**src/rtl/dac_driver_pkg.sv**
```systemverilog
// Shared constants, GPIO field layout and word builder for the DAC pulse driver.
// Pure declarations: no latency, no flow control.
package dac_driver_pkg;
  localparam int num_bits         = 4;
  localparam int dac_lanes        = 8;
  localparam int dac_sample_width = 16;
  localparam int fifo_depth       = 4;

  localparam int gpio_w_clk_bit = 31;
  localparam int gpio_addr_hi   = 11;
  localparam int gpio_addr_lo   = 8;
  localparam int gpio_data_hi   = 7;
  localparam int gpio_data_lo   = 0;

  localparam logic [3:0] addr_reg      = 4'd0;
  localparam logic [3:0] data_lo_reg   = 4'd1;
  localparam logic [3:0] data_hi_reg   = 4'd2;
  localparam logic [3:0] pulse_pos_reg = 4'd3;
  localparam logic [3:0] pulse_len_reg = 4'd4;

  localparam logic [1:0] ST_IDLE   = 2'd0;
  localparam logic [1:0] ST_LOOKUP = 2'd1;
  localparam logic [1:0] ST_PULSE  = 2'd2;

  typedef logic [dac_lanes*dac_sample_width-1:0] dac_word_t;

  // The first word of a pulse leaves lanes below the start position at zero.
  function automatic dac_word_t build_word(input logic [dac_sample_width-1:0] amp,
                                           input logic [2:0] pos, input logic first);
    dac_word_t w;
    w = '0;
    for (int i = 0; i < dac_lanes; i++) begin
      if (!first || i >= int'(pos)) w[i*dac_sample_width +: dac_sample_width] = amp;
    end
    return w;
  endfunction
endpackage

```
**src/rtl/dac_driver_if.sv**
```systemverilog
// Bundle of config, value-input and DAC stream signals between the FSM side and the driver.
// Wiring only: no latency; the stream side uses valid/ready.
interface dac_driver_if;
  import dac_driver_pkg::*;

  logic [31:0]         gpio;
  logic [num_bits-1:0] val;
  logic                val_vld;
  logic                dac_en;
  dac_word_t           m_axis_tdata;
  logic                m_axis_tvalid;
  logic                m_axis_tready;
  logic                busy;
  logic                overflow;

  modport master (output gpio, val, val_vld, dac_en, m_axis_tready,
                  input  m_axis_tdata, m_axis_tvalid, busy, overflow);
  modport slave  (input  gpio, val, val_vld, dac_en, m_axis_tready,
                  output m_axis_tdata, m_axis_tvalid, busy, overflow);
endinterface

```
**src/rtl/dac_driver_lut.sv**
```systemverilog
// GPIO decode (synchronised w_clk edge), pulse config registers and amplitude LUT.
// LUT read data appears one cycle after rd_en_i; never stalls.
module dac_driver_lut
  import dac_driver_pkg::*;
(
  input  logic                        clk_i,
  input  logic                        rst_ni,
  input  logic [31:0]                 gpio_i,
  input  logic                        rd_en_i,
  input  logic [num_bits-1:0]         rd_addr_i,
  output logic [dac_sample_width-1:0] rd_dat_o,
  output logic [2:0]                  pulse_pos_o,
  output logic [3:0]                  pulse_len_o
);
  logic                        sync1_q, sync2_q, prev_q;
  logic [num_bits-1:0]         idx_q;
  logic [7:0]                  lo_q;
  logic [2:0]                  pos_q;
  logic [3:0]                  len_q;
  logic [dac_sample_width-1:0] rd_q;
  logic [dac_sample_width-1:0] mem [2**num_bits];

  logic       wr_stb;
  logic [3:0] addr;
  logic [7:0] dat;
  logic       unused_gpio;

  assign wr_stb      = sync2_q & ~prev_q;
  assign addr        = gpio_i[gpio_addr_hi:gpio_addr_lo];
  assign dat         = gpio_i[gpio_data_hi:gpio_data_lo];
  assign unused_gpio = ^gpio_i[gpio_w_clk_bit-1:gpio_addr_hi+1];

  always_ff @(posedge clk_i or negedge rst_ni) begin
    if (!rst_ni) begin
      sync1_q <= 1'b0;
      sync2_q <= 1'b0;
      prev_q  <= 1'b0;
      idx_q   <= '0;
      lo_q    <= '0;
      pos_q   <= '0;
      len_q   <= 4'd1;
      rd_q    <= '0;
    end else begin
      sync1_q <= gpio_i[gpio_w_clk_bit];
      sync2_q <= sync1_q;
      prev_q  <= sync2_q;
      if (wr_stb) begin
        case (addr)
          addr_reg:      idx_q <= dat[num_bits-1:0];
          data_lo_reg:   lo_q  <= dat;
          pulse_pos_reg: pos_q <= dat[2:0];
          pulse_len_reg: len_q <= dat[3:0];
          default: ;
        endcase
      end
      if (rd_en_i) rd_q <= mem[rd_addr_i];
    end
  end

  // RAM contents are deliberately left unreset.
  always_ff @(posedge clk_i) begin
    if (wr_stb && addr == data_hi_reg) mem[idx_q] <= {dat, lo_q};
  end

  assign rd_dat_o    = rd_q;
  assign pulse_pos_o = pos_q;
  assign pulse_len_o = len_q;
endmodule

```
**src/rtl/dac_driver.sv**
```systemverilog
// Maps queued spin values through the LUT into rectangular pulses on a 128-bit DAC stream.
// val_vld to first pulse word: 3 cycles; tdata only advances on tvalid&tready, values dropped when FIFO full.
module dac_driver
  import dac_driver_pkg::*;
(
  input logic         clk_i,
  input logic         rst_ni,
  dac_driver_if.slave bus
);
  localparam int              PW      = $clog2(fifo_depth);
  localparam logic [PW:0]     FULL    = (PW+1)'(fifo_depth);
  localparam logic [PW:0]     CNT_ONE = (PW+1)'(1);
  localparam logic [PW-1:0]   PTR_ONE = PW'(1);

  logic [1:0]                  state_q, state_d;
  logic [3:0]                  cnt_q, cnt_d, len_q, len_d;
  logic [dac_sample_width-1:0] amp_q, amp_d;
  dac_word_t                   tdata_q, tdata_d;
  logic                        tvalid_q, en_prev_q, ovf_q, ovf_d;

  logic [num_bits-1:0]         fifo_mem [fifo_depth];
  logic [PW-1:0]               rd_ptr_q, wr_ptr_q;
  logic [PW:0]                 fcount_q;

  logic                        empty, full, xfer, last, pop, push_req, push;
  logic [dac_sample_width-1:0] lut_dat;
  logic [2:0]                  cfg_pos;
  logic [3:0]                  cfg_len;

  dac_driver_lut u_lut (
    .clk_i       (clk_i),
    .rst_ni      (rst_ni),
    .gpio_i      (bus.gpio),
    .rd_en_i     (pop),
    .rd_addr_i   (fifo_mem[rd_ptr_q]),
    .rd_dat_o    (lut_dat),
    .pulse_pos_o (cfg_pos),
    .pulse_len_o (cfg_len)
  );

  assign empty    = (fcount_q == '0);
  assign full     = (fcount_q == FULL);
  assign xfer     = tvalid_q & bus.m_axis_tready;
  assign last     = (cnt_q == len_q - 4'd1);
  assign push_req = bus.val_vld & bus.dac_en;
  assign push     = push_req & (~full | pop);

  always_comb begin
    state_d = state_q;
    cnt_d   = cnt_q;
    len_d   = len_q;
    amp_d   = amp_q;
    tdata_d = tdata_q;
    pop     = 1'b0;
    case (state_q)
      ST_IDLE: begin
        if (!empty && bus.dac_en) begin
          pop     = 1'b1;
          state_d = ST_LOOKUP;
        end
      end
      // The zero word on the bus must transfer before word 0 may replace it.
      ST_LOOKUP: begin
        if (!bus.dac_en) begin
          state_d = ST_IDLE;
        end else if (xfer) begin
          amp_d   = lut_dat;
          len_d   = (cfg_len == 4'd0) ? 4'd1 : cfg_len;
          cnt_d   = 4'd0;
          tdata_d = build_word(lut_dat, cfg_pos, 1'b1);
          state_d = ST_PULSE;
        end
      end
      ST_PULSE: begin
        if (xfer) begin
          if (!bus.dac_en || last) begin
            tdata_d = '0;
            state_d = ST_IDLE;
            if (bus.dac_en && !empty) begin
              pop     = 1'b1;
              state_d = ST_LOOKUP;
            end
          end else begin
            cnt_d   = cnt_q + 4'd1;
            tdata_d = build_word(amp_q, 3'd0, 1'b0);
          end
        end
      end
      default: state_d = ST_IDLE;
    endcase

    ovf_d = ovf_q;
    if (bus.dac_en && !en_prev_q) ovf_d = 1'b0;
    if (push_req && full && !pop) ovf_d = 1'b1;
  end

  always_ff @(posedge clk_i) begin
    if (push) fifo_mem[wr_ptr_q] <= bus.val;
  end

  always_ff @(posedge clk_i or negedge rst_ni) begin
    if (!rst_ni) begin
      state_q   <= ST_IDLE;
      cnt_q     <= '0;
      len_q     <= 4'd1;
      amp_q     <= '0;
      tdata_q   <= '0;
      tvalid_q  <= 1'b0;
      en_prev_q <= 1'b0;
      ovf_q     <= 1'b0;
      rd_ptr_q  <= '0;
      wr_ptr_q  <= '0;
      fcount_q  <= '0;
    end else begin
      state_q   <= state_d;
      cnt_q     <= cnt_d;
      len_q     <= len_d;
      amp_q     <= amp_d;
      tdata_q   <= tdata_d;
      tvalid_q  <= 1'b1;
      en_prev_q <= bus.dac_en;
      ovf_q     <= ovf_d;
      if (!bus.dac_en) begin
        rd_ptr_q <= '0;
        wr_ptr_q <= '0;
        fcount_q <= '0;
      end else begin
        if (push) wr_ptr_q <= wr_ptr_q + PTR_ONE;
        if (pop)  rd_ptr_q <= rd_ptr_q + PTR_ONE;
        case ({push, pop})
          2'b10:   fcount_q <= fcount_q + CNT_ONE;
          2'b01:   fcount_q <= fcount_q - CNT_ONE;
          default: ;
        endcase
      end
    end
  end

  assign bus.m_axis_tdata  = tdata_q;
  assign bus.m_axis_tvalid = tvalid_q;
  assign bus.busy          = (state_q != ST_IDLE) || !empty;
  assign bus.overflow      = ovf_q;
endmodule

```
**src/flat_wrapper.sv**
```systemverilog
// flat-port wrapper written by rule: the top's interface ports become plain ports
module dac_driver_flat import dac_driver_pkg::*;
  (clk_i, rst_ni, bus_gpio, bus_val, bus_val_vld, bus_dac_en, bus_m_axis_tready, bus_m_axis_tdata, bus_m_axis_tvalid, bus_busy, bus_overflow);
  dac_driver_if bus_i ();
  input logic clk_i;
  input logic rst_ni;
  input wire logic [$bits(bus_i.gpio)-1:0] bus_gpio;
  input wire logic [$bits(bus_i.val)-1:0] bus_val;
  input wire logic [$bits(bus_i.val_vld)-1:0] bus_val_vld;
  input wire logic [$bits(bus_i.dac_en)-1:0] bus_dac_en;
  input wire logic [$bits(bus_i.m_axis_tready)-1:0] bus_m_axis_tready;
  output wire logic [$bits(bus_i.m_axis_tdata)-1:0] bus_m_axis_tdata;
  output wire logic [$bits(bus_i.m_axis_tvalid)-1:0] bus_m_axis_tvalid;
  output wire logic [$bits(bus_i.busy)-1:0] bus_busy;
  output wire logic [$bits(bus_i.overflow)-1:0] bus_overflow;
  assign bus_i.gpio = bus_gpio;
  assign bus_i.val = bus_val;
  assign bus_i.val_vld = bus_val_vld;
  assign bus_i.dac_en = bus_dac_en;
  assign bus_i.m_axis_tready = bus_m_axis_tready;
  assign bus_m_axis_tdata = bus_i.m_axis_tdata;
  assign bus_m_axis_tvalid = bus_i.m_axis_tvalid;
  assign bus_busy = bus_i.busy;
  assign bus_overflow = bus_i.overflow;
  dac_driver u_core (.clk_i(clk_i), .rst_ni(rst_ni), .bus(bus_i));
endmodule
```
**config.mk**
```make
export PLATFORM = sky130hd
export DESIGN_NAME = dac_driver_flat
export DESIGN_NICKNAME = d
export VERILOG_FILES = /design/src/rtl/dac_driver_pkg.sv /design/src/rtl/dac_driver_if.sv /design/src/rtl/dac_driver_lut.sv /design/src/rtl/dac_driver.sv /design/src/flat_wrapper.sv
export SDC_FILE = /design/constraint.sdc
export NUM_CORES = 1
export LEC_CHECK = 0
export CAP_MARGIN = 20
export CORE_ASPECT_RATIO = 2
export CORE_UTILIZATION = 56
export CTS_CLUSTER_DIAMETER = 150
export DETAILED_ROUTE_END_ITERATION = 10
export PLACE_DENSITY = 0.78
export RECOVER_POWER = 50
export SYNTH_ARGS = -nofsm -noshare
export SYNTH_HDL_FRONTEND = slang
export SYNTH_HIERARCHICAL = 1
export SYNTH_SLANG_ARGS = --single-unit
export TNS_END_PERCENT = 50
```
**constraint.sdc**
```tcl
create_clock -name clk_i -period 3.9 [get_ports clk_i]
set_clock_uncertainty 0.15 [all_clocks]
set_input_delay 0.585 -clock clk_i [delete_from_list [all_inputs] [get_ports clk_i]]
set_output_delay 0.585 -clock clk_i [all_outputs]
set_load 0.01 [all_outputs]
```
# --- Word level (Yosys, flattened, before mapping) ---
# Memories as Yosys holds them, arrays and structs flattened. A register that Yosys moved wholly into a read port is not among the register bits.
# Index checks and enable logic that the tools add are counted.
totals:
  input_bits: 41
  ramBits: 272
  reg_bits: 186
  mem_count: 2
mem_list:
  columns: ["name", "words", "word_bits", "read_ports", "rd_clocked_by_memory_dff", "write_ports", "line_no", "text"]
  rows:
  - ["u_core.u_lut.mem", 16, 16, 1, 1, 1, "dac_driver_lut.sv:21", "logic [dac_sample_width-1:0] mem [2**num_bits];"]
  - ["u_core.fifo_mem", 4, 4, 1, 0, 1, "dac_driver.sv:21", "logic [num_bits-1:0] fifo_mem [fifo_depth];"]
classes:
  bitwise: 7
  n_reduce_logical: 27
  n_eq_ne: 20
  mux: 41
  addsub: 6
  order_cmp: 7
ops:
  columns: ["cell", "count"]
  rows:
  - ["128-bit two-way mux", 4]
  - ["128-bit one-hot mux with 2 select lines", 1]
  - ["16-bit two-way mux", 7]
  - ["4-bit two-way mux", 5]
  - ["2-bit two-way mux", 9]
  - ["2-bit by 1-bit != test with 1-bit output (second input constant)", 6]
  - ["1-bit two-way mux", 10]
  - ["3-bit >= comparator (first input constant)", 3]
  - ["4-bit by 2-bit equality test with 1-bit output (second input constant)", 2]
  - ["4-bit zero test", 2]
  - ["4-bit one-hot mux with 2 select lines", 1]
  - ["2-bit AND reduction", 4]
  - ["4-bit AND reduction", 2]
  - ["1-bit by 3-bit >= comparator with 1-bit output (first input constant)", 2]
  - ["2-bit by 3-bit >= comparator with 1-bit output (first input constant)", 2]
  - ["2-bit one-hot mux with 3 select lines", 1]
  - ["3-bit one-hot mux with 2 select lines", 1]
  - ["2-bit nonzero test", 3]
  - ["1-bit logical AND", 5]
  - ["1-bit zero test", 5]
  - ["5-bit AND reduction", 1]
  - ["2-bit by 1-bit adder with 2-bit output (second input constant)", 2]
  - ["4-bit by 1-bit adder with 4-bit output (second input constant)", 1]
  - ["1-bit bitwise AND", 4]
  - ["20 further kinds", 25]

# --- Logic depth before layout (Yosys ltp) ---
# Gate-level depths: netlist (run 1).
logic_depth:
  word_depth: 12
  mapped_depth: 12

# --- By module ---
# Netlist (run 1), hierarchy kept.
by_module_without_submodules:
  columns: ["mod", "seq_area_each_um2", "cells_each", "area_per_inst_um2", "instances"]
  rows:
  - ["dac_driver_lut", 8639.5, 501, 11220.8, 1]
  - ["dac_driver", 4585.6, 791, 7981.4, 1]

# --- Worst setup path after synthesis (run 1) ---
# No wires, ideal clock.
synth_path:
  path_kind: "in2reg"
  startpoint: "input bus_gpio[10]"
  endpoint: "memory u_core.u_lut.mem[2][0] (enable)"
  setup_time_ns: 0.409
  path_slack_ns: 0.986
  stages: 3
  arrival_time_ns: 2.355
  path_cell_list: "nor4b_4 > nand4b_1 > nor3_1"
synth_between:
  elab_chain_len: 4
synth_rtl:
  columns: ["item", "line_no", "text"]
  rows:
  - ["from (decl)", "flat_wrapper.sv:7", "input wire logic [$bits(bus_i.gpio)-1:0] bus_gpio;"]
  - ["4-bit by 2-bit equality test with 1-bit output", "dac_driver_lut.sv:62", "if (wr_stb && addr == data_hi_reg) mem[idx_q] <= {dat, lo_q};"]
  - ["1-bit logical AND", "dac_driver_lut.sv:62", null]
  - ["1-bit two-way mux", "dac_driver_lut.sv:62", null]
  - ["1-bit two-way mux (implied by the code)", "dac_driver_lut.sv:62", null]
  - ["to (decl)", "dac_driver_lut.sv:21", null]
# No other way between the ends.

# --- Final worst setup path (run 1) ---
layout_path:
  startpoint: "input bus_gpio[10]"
  endpoint: "memory u_core.u_lut.mem[6][12] (enable)"
# The elaborated chain is that of the path after synthesis.

==> impl_metrics.yaml, run 1 <==
run_status:
  run_status: "finished, violations left"
  violations: "max-capacitance violations, max-slew violations"
clocking:
  cts.htree.levels: 2
  post_cts_repair_setup_buffers: 0
  insertion_delay_ps: 550
  cts.hold.buffers_added: 1
  numCtsBuffers: 39
  cts_tree: "yes"
  path_clk_slew_ps: 60
  cts_root_buffer: "sky130_fd_sc_hd__clkbuf_16"
  clock_tree.buffer_depth: 3
  cts.repair.resized: 0
  sink_count: 474
power_and_ir_drop:
  vdd_drop_max_uv: 505
  static_leakage_nw: 8.21
  power_frac_comb: 0.341
  power.sequential.fraction: 0.425
  netSwitchingPower_w: 0.00539
  power.density_cell_area_nw_per_um2: 746
  netSwitchingFraction: 0.323
  total_power_w: 0.0167
  clock_power_share: 0.234
  internal-power_w: 0.0113
layout:
  final_cell_mix: "sky130_fd_sc_hd__edfxtp_1 (272), sky130_fd_sc_hd__a21oi_1 (230), sky130_fd_sc_hd__dfrtp_1 (200)"
  commonest_non_fill_non_tap_cell_in_the_layout: "sky130_fd_sc_hd__edfxtp_1"
  fin_util: 0.665
  fillerInstances: 2253
  post_route_cells_drive_above_1_share: 0.179
  fin_cells: 1897
  final_area_sq_um: 22400
  syn_to_final_growth_pct: 16.6
  fin_nets: 1481
placement:
  placedCellCount: 1827
  count_of_port_buffers_added_during_placement: 152
  dpl-instance-area_sq_um: 21100
  place.gp.congestion: 0.825
  place.detailed.hpwl_um: 28300
sta:
  rsz_0062_raised_after_global_routing: "false"
  worstMarginPinSlew_ps: 2030
  setup_tns_ps: 0
  max_clock_freq_mhz: 300
  drv_slew: 82
  final.period_utilization: 0.854
  finalSetupViolCount: 0
  layout_min_cycle_time_ps: 3330
  slew_headroom: -0.354
  report.final.hold_viol_count: 0
setup_path:
  crit_chain: "dlygate4sd3_1 -> nor4b_1 -> nand4b_1 -> nor2_1 -> buf_12"
  number_of_stages_on_the_worst_setup_path: 5
  max_stage_delay_ps: 950
  worst-path-buf-inv: 2
  crit_path_start_kind: "input pin"
  cp_max_fo: 12
  r2r_setup_slack_ps: 810
  end_kind: "register"
  arrival_ps: 3430
  worstRegToRegCells: 4
  critical_path.slowest_cell: "sky130_fd_sc_hd__nor4b_1"
  critical-path-top-delay-family: "simple AND/OR/NAND/NOR gates"
  criticalPathCategory: "input pin to register"
  required_time_worst_endpoint_ps: 4000
global_route:
  grt_pass1_wl_um: 66800
  overflow: 0
  largest_net_degree_at_the_start_of_global_routing: 83
  grt_antenna_before_repair: 1
  vias_in_the_first_global_route: 11821
  grt_usage: 0.255
synth:
  yosysTopAreaCell: "sky130_fd_sc_hd__edfxtp_1"
  synth.avg_cell_area_sq_um: 14.9
  ys_async_sr_fraction: 0.426
  synth_seq_cells: 474
  synth_fp_nets: 1340
  syn-cell-area_sq_um: 19200
  synthFlopType: "sky130_fd_sc_hd__edfxtp_1"
  yosys_synthesis_warning_count: 6
  ys_top_cells_by_area: "sky130_fd_sc_hd__edfxtp_1 (43%), sky130_fd_sc_hd__dfrtp_1 (26%), sky130_fd_sc_hd__mux4_2 (7.6%), sky130_fd_sc_hd__a21oi_1 (6.0%), sky130_fd_sc_hd__nor2_1 (3.6%)"
  yosys.cell_types.count: 55
  fraction_of_post_synthesis_cell_area_in_the_top_cell_type_by_area: 0.425
  synth_edf_count: 272
  netlist_instances: 1292
  seq_total_area_yosys: 0.689
route:
  drt-vias-per-instance: 5.99
  routed_wire_length_per_instance_um: 22.9
  drt_iter0_drc: 759
  final_antenna_net_count: 0
  drt-pass1-iter-count: 5
  drc_errors: 0
  via_count: 11358
  drt-total-wl_um: 43500
worst_hold_path:
  holdCritPathClass: "register to register"
  hold_depth: 0
floorplanning:
  die_area_sq_um: 35100
  initial_core_util: 0.571
  dieWidth_um: 133
  die_y_um: 264
  num_io_pins: 172
  placeable_area_sq_um: 33600
  rows: 95
flow_run:
  drv.max_cap_violation_count: 1
==> final timing paths <==
check	startpoint	end
min reg2reg	u_core/u_lut/sync1_q	u_core/u_lut/sync2_q
max reg2reg	u_core/u_lut/prev_q	u_core/u_lut/mem[6][12]
max in group asynchronous	rst_ni	u_core/bus.m_axis_tdata[27]
min in group asynchronous	rst_ni	u_core/fcount_q[0]
min	u_core/u_lut/sync1_q	u_core/u_lut/sync2_q
max	bus_gpio[10]	u_core/u_lut/mem[6][12]
==> cell families (layout without fill, tap and decap cells) <==
group,count (synthesis),count (layout),synth area share
buf+inv,109,277,0.0339
flops,474,474,0.689
simple gates,274,274,0.0670
other cells,1,2,0.000195
compound gates,291,291,0.0873
xor+xnor,10,10,0.00495
fa+ha+maj,7,7,0.00495
mux,126,126,0.113
==> cell usage after synthesis, types with 2 or more instances <==
| library cell | count |
|---|---|
| sky130_fd_sc_hd__a221oi_1 | 6 |
| sky130_fd_sc_hd__nand3_1 | 4 |
| sky130_fd_sc_hd__nand2b_1 | 6 |
| sky130_fd_sc_hd__mux2_2 | 37 |
| sky130_fd_sc_hd__nand4_1 | 2 |
| sky130_fd_sc_hd__nor2_1 | 182 |
| sky130_fd_sc_hd__a21oi_2 | 14 |
| sky130_fd_sc_hd__nor2b_1 | 2 |
| sky130_fd_sc_hd__or3_1 | 2 |
| sky130_fd_sc_hd__mux4_2 | 65 |
| sky130_fd_sc_hd__dfstp_2 | 2 |
| sky130_fd_sc_hd__ha_1 | 6 |
| sky130_fd_sc_hd__inv_1 | 8 |
| sky130_fd_sc_hd__nand3b_1 | 3 |
| sky130_fd_sc_hd__buf_6 | 27 |
| sky130_fd_sc_hd__nand2_1 | 17 |
| sky130_fd_sc_hd__a221oi_2 | 10 |
| sky130_fd_sc_hd__nor3b_1 | 2 |
| sky130_fd_sc_hd__mux2i_1 | 21 |
| sky130_fd_sc_hd__a21oi_1 | 231 |
| sky130_fd_sc_hd__and3_1 | 2 |
| sky130_fd_sc_hd__xor2_1 | 3 |
| sky130_fd_sc_hd__clkbuf_1 | 57 |
| sky130_fd_sc_hd__o22ai_1 | 16 |
| sky130_fd_sc_hd__dfrtp_1 | 200 |
| sky130_fd_sc_hd__mux4_1 | 3 |
| sky130_fd_sc_hd__nand4b_1 | 2 |
| sky130_fd_sc_hd__o21ai_0 | 8 |
| sky130_fd_sc_hd__nor3_1 | 6 |
| sky130_fd_sc_hd__edfxtp_1 | 272 |
| sky130_fd_sc_hd__xnor2_1 | 6 |
| sky130_fd_sc_hd__and2_4 | 16 |
| sky130_fd_sc_hd__buf_1 | 4 |
| sky130_fd_sc_hd__buf_2 | 8 |
| sky130_fd_sc_hd__and2_1 | 22 |
==> layer usage <==
layer	vias up	GRT usage	share of wire	wire length, um
li1	5041	-	-	-
met1	5709	0.280	0.34	14700
met2	500	0.483	0.57	24700
met3	108	0.0249	0.052	2280
met4	0	0.125	0.043	1880
met5	-	0	0	0
==> flip-flops by register name (all words and copies together), names as in the netlist <==
| name | flops |
|---|---|
| u_core/bus.overflow | 1 |
| u_core/len_q | 4 |
| u_core/u_lut/prev_q | 1 |
| u_core/fifo_mem | 16 |
| u_core/bus.m_axis_tdata | 128 |
| u_core/u_lut/mem | 256 |
| u_core/wr_ptr_q | 2 |
| u_core/state_q | 2 |
| u_core/u_lut/rd_dat_o | 16 |
| u_core/u_lut/lo_q | 8 |
| u_core/fcount_q | 3 |
| u_core/amp_q | 16 |
| u_core/bus.m_axis_tvalid | 1 |
| u_core/u_lut/idx_q | 4 |
| u_core/u_lut/pulse_pos_o | 3 |
| u_core/rd_ptr_q | 2 |
| u_core/u_lut/pulse_len_o | 4 |
| u_core/u_lut/sync1_q | 1 |
| u_core/u_lut/sync2_q | 1 |
| u_core/cnt_q | 4 |
| u_core/en_prev_q | 1 |
==> per-stage QoR <==
| stage | hold WS (ps) | setup slack (ps) |
|---|---|---|
| after detailed placement | 194 | 624 |
| after CTS | 209 | 823 |
| after floorplan | 139 | 986 |
| after global routing | 215 | 345 |
| after global placement | 185 | 714 |
| final | 206 | 571 |
==> power by group through the flow <==
stage          clock, W  combinational [W]  sequential, W
6_report        0.00391            0.00568        0.00709
2_1_floorplan         0            0.00323        0.00728
5_1_grt         0.00415            0.00614        0.00720
3_3_place_gp          0            0.00554        0.00714
3_5_place_dp          0            0.00569        0.00720
4_1_cts         0.00399            0.00575        0.00710
==> worst register-to-register path, stage by stage, from the launching register on <==
cell and delay, ps:
sky130_fd_sc_hd__dfrtp_1 390, sky130_fd_sc_hd__nor4b_1 960, sky130_fd_sc_hd__nand4b_1 420, sky130_fd_sc_hd__nor2_1 620, sky130_fd_sc_hd__buf_12 260
==> cell type report <==
cell class	instances	area (sq um)	share of cell area
antenna	1	2.50	0.000112
clock buffer	50	1060	0.0473
clock inverter	18	206	0.00922
inverter	9	38.8	0.00173
multi-input combinational	709	5350	0.239
sequential	474	13200	0.591
tap	436	546	0.0244
timing repair buffer	200	1950	0.0873
Power figures use the tool's default switching activity.
==> run 2, diff against run 1 <==
SLEW_MARGIN = 0   (was not set)
==> results of run 2 <==
Final layout, timing and power as in run 1 (identical DEF).
